===== src/rtl/multicycle_alu_pkg.sv =====
// Shared definitions for the multicycle ALU: opcode encoding, FSM states and
// the shift-op classifier used by both the datapath and the control decoder.
package multicycle_alu_pkg;

  localparam logic [3:0] ALU_ADD   = 4'b0000;
  localparam logic [3:0] ALU_SUB   = 4'b0001;
  localparam logic [3:0] ALU_AND   = 4'b0010;
  localparam logic [3:0] ALU_OR    = 4'b0011;
  localparam logic [3:0] ALU_XOR   = 4'b0100;
  localparam logic [3:0] ALU_SLT   = 4'b0101;
  localparam logic [3:0] ALU_SLTU  = 4'b0110;
  localparam logic [3:0] ALU_SLL   = 4'b0111;
  localparam logic [3:0] ALU_SRL   = 4'b1000;
  localparam logic [3:0] ALU_SRA   = 4'b1001;
  localparam logic [3:0] ALU_ANDN  = 4'b1010;
  localparam logic [3:0] ALU_PASSB = 4'b1111;

  localparam int SHAMT_W = 5;

  typedef enum logic [1:0] {
    ST_IDLE  = 2'd0,
    ST_SHIFT = 2'd1,
    ST_DONE  = 2'd2
  } state_e;

  function automatic logic is_shift_op(input logic [3:0] op);
    return (op == ALU_SLL) || (op == ALU_SRL) || (op == ALU_SRA);
  endfunction

endpackage


===== src/rtl/multicycle_alu_comb_unit.sv =====
// Single-cycle ALU operations. Shift opcodes produce 0 here because shifting
// is iterated one bit per cycle by the enclosing block.
module alu_comb_unit
  import multicycle_alu_pkg::*;
#(
  parameter int XLEN = 32
) (
  input  logic [3:0]      op_i,
  input  logic [XLEN-1:0] a_i,
  input  logic [XLEN-1:0] b_i,
  output logic [XLEN-1:0] y_o
);

  always_comb begin
    y_o = '0;
    unique case (op_i)
      ALU_ADD:   y_o = a_i + b_i;
      ALU_SUB:   y_o = a_i - b_i;
      ALU_AND:   y_o = a_i & b_i;
      ALU_OR:    y_o = a_i | b_i;
      ALU_XOR:   y_o = a_i ^ b_i;
      ALU_SLT:   y_o[0] = ($signed(a_i) < $signed(b_i));
      ALU_SLTU:  y_o[0] = (a_i < b_i);
      ALU_ANDN:  y_o = a_i & ~b_i;
      ALU_PASSB: y_o = b_i;
      default:   y_o = '0;
    endcase
  end

endmodule


===== src/rtl/multicycle_alu.sv =====
// Multicycle ALU with a valid/ready handshake: single-cycle ops finish in one
// cycle, shifts iterate one bit per cycle in the result register itself.
module multicycle_alu
  import multicycle_alu_pkg::*;
#(
  parameter int XLEN = 32
) (
  input  logic            clk,
  input  logic            reset_n,
  input  logic            in_valid,
  output logic            in_ready,
  input  logic [3:0]      alu_op,
  input  logic [XLEN-1:0] src_a,
  input  logic [XLEN-1:0] src_b,
  input  logic            flush,
  output logic            out_valid,
  input  logic            out_ready,
  output logic [XLEN-1:0] result,
  output logic            zero
);

  state_e               state_q, state_d;
  logic [XLEN-1:0]      result_q, result_d;
  logic [SHAMT_W-1:0]   cnt_q, cnt_d;
  logic [3:0]           op_q, op_d;
  logic [XLEN-1:0]      comb_y;

  alu_comb_unit #(.XLEN(XLEN)) u_comb (
    .op_i (alu_op),
    .a_i  (src_a),
    .b_i  (src_b),
    .y_o  (comb_y)
  );

  always_ff @(posedge clk or negedge reset_n) begin
    if (!reset_n) begin
      state_q  <= ST_IDLE;
      result_q <= '0;
      cnt_q    <= '0;
      op_q     <= ALU_ADD;
    end else begin
      state_q  <= state_d;
      result_q <= result_d;
      cnt_q    <= cnt_d;
      op_q     <= op_d;
    end
  end

  // result_q doubles as the shift working register, so DONE needs no extra copy.
  always_comb begin
    state_d   = state_q;
    result_d  = result_q;
    cnt_d     = cnt_q;
    op_d      = op_q;
    in_ready  = (state_q == ST_IDLE) && !flush;
    out_valid = (state_q == ST_DONE);

    if (flush) begin
      state_d = ST_IDLE;
      cnt_d   = '0;
    end else begin
      unique case (state_q)
        ST_IDLE: begin
          if (in_valid) begin
            op_d = alu_op;
            if (is_shift_op(alu_op)) begin
              result_d = src_a;
              cnt_d    = src_b[SHAMT_W-1:0];
              state_d  = (src_b[SHAMT_W-1:0] == '0) ? ST_DONE : ST_SHIFT;
            end else begin
              result_d = comb_y;
              state_d  = ST_DONE;
            end
          end
        end
        ST_SHIFT: begin
          unique case (op_q)
            ALU_SLL: result_d = {result_q[XLEN-2:0], 1'b0};
            ALU_SRA: result_d = {result_q[XLEN-1], result_q[XLEN-1:1]};
            default: result_d = {1'b0, result_q[XLEN-1:1]};
          endcase
          cnt_d = cnt_q - 1'b1;
          if (cnt_q == 1) state_d = ST_DONE;
        end
        ST_DONE: begin
          if (out_ready) state_d = ST_IDLE;
        end
        default: state_d = ST_IDLE;
      endcase
    end
  end

  assign result = result_q;
  assign zero   = (result_q == '0);

endmodule


===== config.mk =====
export PLATFORM = sky130hd
export DESIGN_NAME = multicycle_alu
export DESIGN_NICKNAME = d
export VERILOG_FILES = /design/src/rtl/multicycle_alu_pkg.sv /design/src/rtl/multicycle_alu_comb_unit.sv /design/src/rtl/multicycle_alu.sv
export SDC_FILE = /design/constraint.sdc
export NUM_CORES = 1
export LEC_CHECK = 0
export CAP_MARGIN = 20
export CORE_MARGIN = 10
export CORE_UTILIZATION = 53
export CTS_CLUSTER_SIZE = 12
export DETAILED_ROUTE_END_ITERATION = 12
export MAX_ROUTING_LAYER = met4
export PLACE_DENSITY = 0.77
export SLEW_MARGIN = 20
export SYNTH_ARGS = -nofsm -noshare
export SYNTH_HDL_FRONTEND = slang
export SYNTH_SLANG_ARGS = --single-unit

===== constraint.sdc =====
create_clock -name clk -period 3.1 [get_ports clk]
set_clock_uncertainty 0.1 [all_clocks]
set_input_delay 0.31 -clock clk [delete_from_list [all_inputs] [get_ports clk]]
set_output_delay 0.31 -clock clk [all_outputs]
set_load 0.005 [all_outputs]

---- After elaboration in Yosys (flattened, before gate mapping) ----
Cells that the tools add are included.
Widths: inputs -> output; s select.
word-level totals
  register bits after elaboration ......... 43
  latch bits .............................. 0
  bits in writable memories ............... 0
  memory bits (read-only) ................. 0
  input port bits ......................... 73
  output and inout port bits .............. 35
  logic and storage cells ................. 70
  memories ................................ 0
operators by class
  add/subtract/negate cells ............... 3
  multipliers ............................. 0
  div/mod/pow operators ................... 0
  magnitude comparators ................... 2
  eq/ne operators ......................... 22
  shift operators ......................... 0
  multiplexer cells ....................... 17
  bitwise operators ....................... 6
  reductions and logical operators ........ 15
operator list
  operator            number
  $pmux 31 s7         1
  $pmux 32 s2         2
  $and 32x32->32      2
  $lt 32x32->1        2
  $mux 32             2
  $add 32x32->32      1
  $logic_not 32->1    1
  $not 32->32         1
  $or 32x32->32       1
  $sub 32x32->32      1
  $xor 32x32->32      1
  $eq 4x3->1 const B  5
  $eq 4x4->1 const B  5
  $mux 5              3
  $mux 2              6
  $reduce_and 3->1    4
  $pmux 5 s2          1
  $pmux 1 s9          1
  $eq 4x2->1 const B  2
  $ne 3x2->1 const B  2
  $ne 3x3->1 const B  2
  $pmux 2 s3          1
  $eq 5x1->1 const B  1
  $logic_not 5->1     1
  other kinds (14)    16

---- Longest topological paths before layout ----
  depth in word-level cells ............... 7
  gate-level depth with buffers ........... 12
  mapped depth without buffers ............ 12

---- Cells and area by module ----
Synthesis repeated with hierarchy kept, for this count alone.
unflattened totals
  cell total of the unflattened synthesis .. 1092
  area total of the unflattened synthesis .. 7981.4 sq um
by module, submodules not included
  module          times used  cells an instance  area an instance (sq um)  seq. area each (sq um)
  alu_comb_unit   1           820                5206.2                    0.0
  multicycle_alu  1           272                2775.2                    1076.0

---- Worst setup path before layout ----
Ideal clock, no wire load.
  path kind ............................... input to register
  from .................................... input src_a[0]
  to ...................................... register result_q[30], in the netlist result[30]
  library setup time ...................... 0.129 ns
  arrival time ............................ 2.689 ns
  required time ........................... 2.871 ns
  setup slack ............................. 0.181 ns
  stages .................................. 11
  path buffers ............................ 0
  path through ............................ ha_1 -> fa_1 -> a21o_1 -> a22o_1 -> o31ai_4 -> and4bb_1 -> o211ai_2 -> a21oi_1 -> a2111oi_4 -> o2111a_1 -> nor3_2
between the ends
  cells in the longest elaborated chain, start to end .. 5
  elaborated cells between the ends (all ways) .. 6
  those cells by class .................... add/sub: 2; mux: 4
ends and longest elaborated chain
  item                                                     line                                                            text
  start: declaration                                       multicycle_alu.sv:13                                            input logic [XLEN-1:0] src_a,
  $sub 32x32->32 / $add 32x32->32 (equally long branches)  multicycle_alu_comb_unit.sv:18, multicycle_alu_comb_unit.sv:17
  $pmux 31 s7 *                                            multicycle_alu_comb_unit.sv:16                                  unique case (op_i)
  $mux 32 *                                                multicycle_alu.sv:66                                            if (is_shift_op(alu_op)) begin
  $mux 32 *                                                multicycle_alu.sv:64                                            if (in_valid) begin
  $pmux 32 s2 *                                            multicycle_alu.sv:62                                            unique case (state_q)
  end signal: assignment                                   multicycle_alu.sv:43                                            result_q <= result_d;
  end: declaration                                         multicycle_alu.sv:23                                            logic [XLEN-1:0] result_q, result_d;
Mark *: on every way between the ends. The rest lies on a longest branch, timed or not. The select of a mux whose other input is x is not followed.
A chain may end at the register's enable or synchronous reset.

---- Worst setup path in the final report ----
  from .................................... input src_a[0]
  to ...................................... register result_q[18], in the netlist result[18]
The elaborated chain is that of the path after synthesis.

==> results.yml <==
placed_design:
  place_inst: 1638
  io_buffer_count: 107
  dp.final_hpwl_mm: 27.15
  placed_area_sq_um: 11200
  routabilityCongestion: 1.115
  place_ws_ns: -0.5397
pwr:
  power.density_nw_per_um2: 336.8
  power_leakage_nw: 5.354
  finalPower_mw: 3.999
  ir_drop_mv: 0.2967
sta:
  hold_viol_final: 0
  slew_viol_final: 0
  setup_tns_ns: 0
  period_needed_ns: 3.064
  finalCritPeriodShare_pct: 98.84
  max_slew.worst_pin.slew_ns: 0.7474
  hold_ws_ns: 0.4349
  relSlewSlack_pct: 50.14
  clock.fmax_mhz: 326.4
  setup_viol: 0
  timing.final.ws_setup_ns: 0.03600
worst_hold_path:
  holdPathStages: 2
  hold_path_class: "flop to flop"
  worstHoldEndpoint: "op_q[3]"
  min_from: "op_q[3]"
synthesis:
  synth_top_family_by_area: "compound AO/OA/AOI/OAI gates"
  netlist_top_cells_count: "131 x nand2_1, 113 x nor2_1, 106 x ha_1"
  synth_edf_count: 0
  ys_async_sr_fraction_pct: 100.0
  synth_warnings: 0
  synth-seq-area-share_pct: 13.11
  avgSynthCellArea_sq_um: 6.998
  synth_top_cell_by_area: "ha_1"
  ys_ff_latch: 43
  syn-num-nets: 1354
  synthTopCellsByArea: "ha_1 16%, dfrtp_1 13%, a21oi_1 6.3%"
  yosysMostFrequentCell: "nand2_1"
  syn_area_sq_um: 8209
  synth_cell_types: 88
  synth_xor_area_share_pct: 1.067
  synth.mux.area_fraction_pct: 1.616
  synthCells: 1173
  synthSimpleGateAreaFrac_pct: 21.43
  synth_top_area_share_pct: 16.16
  synth_fa_ha_area_share_pct: 16.64
  synth-main-ff-cell: "dfrtp_1"
  synth_compound_area_share_pct: 37.30
floorplanning:
  core.rowCount: 45
  initial_core_util_pct: 54.00
  die_y_microns: 144.5
  core_sq_um: 15200
  ios: 108
  die-area_sq_um: 20870
  die_w_microns: 144.5
final_layout:
  drive_gt1_share_pct: 24.73
  area_growth_pct: 44.63
  antenna_cells: 0
  nets: 1644
  nFillCells: 1171
  design_area_sq_um: 11870
  stdcell_count: 1652
  final_util_pct: 78.10
worst_setup_path:
  cp_data_arrival_time_ns: 3.15
  r2r_slack_ns: 0.77
  start_kind: "primary input"
  r2r_end: "result[25]"
  crit_type: "primary input to flop"
  worstRegToRegCells: 5
  worstReg2RegStart: "state_q[0]"
  path_max_fanout: 3
  critPathCaptureType: "flop"
  required_ns: 3.19
clocking:
  clk_pin_slew_ns: 0.06
  clk_path_buf_depth: 2
  cts_tree: "built"
  cts_buffers: 5
  clk_latency_ns: 0.30
  clock_sink_count: 43
  htreeDepth: 2
  cts_root_buffer: "clkbuf_16"
detailed_routing:
  drtIter0Drc: 1485
  wl_mm: 35.36
  num_vias: 10770
  first_pass_iters: 6
  ant_nets: 0
  viasPerCell: 6.519
  wl_per_cell_microns: 21.41
  drc: 0
grt:
  antenna_found_initial: 0
  grt_start_max_net_pins: 44
  grt_usage_pct: 32.66
  grt_first_pass_wirelength_mm: 53.20
  grt_pass1_vias: 9761
  grt.overflow.total: 0
run:
  drv_cap: 0
outcome:
  status: "complete, no violations"
==> routing by layer <==
metal  vias to the layer above  share of wire [%]  GRT usage [%]
met5                         -                  0              -
met4                         0                3.2          8.830
met3                       115                 13          4.657
met2                       790                 42          47.14
met1                      4949                 42          46.40
li1                       4915                  -              -
==> timing repair <==
item                                    4_1_cts  5_1_grt
resized for setup                            16       79
hold buffers                                  0        1
endpoints found under the hold margin         0       43
pin swaps                                    15       30
endpoints found under the setup margin       16       20
buffers inserted                              2        3
==> final cells by class <==
| class | count | area, sq um | share of cell area, % |
|---|---|---|---|
| clock buffer | 6 | 128.9 | 1.085 |
| clock inverter | 2 | 60.06 | 0.5059 |
| inverter | 101 | 379.1 | 3.193 |
| multi-input combinational | 945 | 6859 | 57.77 |
| sequential | 43 | 1076 | 9.063 |
| tap | 188 | 235.2 | 1.981 |
| timing repair buffer | 367 | 3134 | 26.40 |
==> kinds of logic (layout without fill, tap and decap cells) <==
family / count (synthesis) / after routing
xor gates and xnor gates: 10 / 10
AOI/OAI and AO/OA: 436 / 436
adders and majority gates: 108 / 108
and+or+nand+nor: 378 / 378
muxes: 13 / 13
DFF: 43 / 43
buffers and inverters: 185 / 476
==> cells in the final DEF, fill, tap and decap left out, drive strengths merged, types with 15 or more instances in the layout <==
master / instances
o21ai: 78
buf: 260
a21o: 20
a21oi: 103
ha: 106
o22ai: 21
nor2: 114
a22oi: 26
o21bai: 15
nor3: 23
inv: 100
dfrtp: 43
a221oi: 38
clkdlybuf4s50: 98
nor4: 19
nand3: 23
nand2: 131
==> worst max path at each step <==
| stage | from | end | slack, ns | cells after the start |
|---|---|---|---|---|
| after floorplan | src_a[0] | result[30] | 0.18 | 11 |
| after global placement | src_a[0] | result[30] | -0.49 | 12 |
| after detailed placement | src_a[1] | result[23] | -0.54 | 12 |
| after CTS | src_b[1] | result[23] | -0.01 | 12 |
| after global routing | src_a[0] | result[18] | -0.06 | 14 |
| final | src_a[0] | result[18] | 0.04 | 14 |
==> registers in the layout (all words and copies together) (netlist names) <==
| signal | count |
|---|---|
| state_q | 2 |
| cnt_q | 5 |
| op_q | 4 |
| result | 32 |
==> where the power goes <==
group | switching (mW) | internal (mW)
Clock | 0.250 | 0.463
Sequential | 0.248 | 0.699
Combinational | 1.19 | 1.15
==> worst max-delay path, stage by stage <==
cell and delay (ns):
dlygate4sd2_1 0.27, inv_1 0.11, ha_2 0.23, inv_1 0.06
fa_1 0.41, a21oi_2 0.21, o221ai_2 0.14, a211oi_2 0.39
o21ai_0 0.22, buf_4 0.18, nand2_1 0.05, o2bb2ai_1 0.12
nand3_1 0.20, a22o_1 0.24
Power figures use the tool's default switching activity.
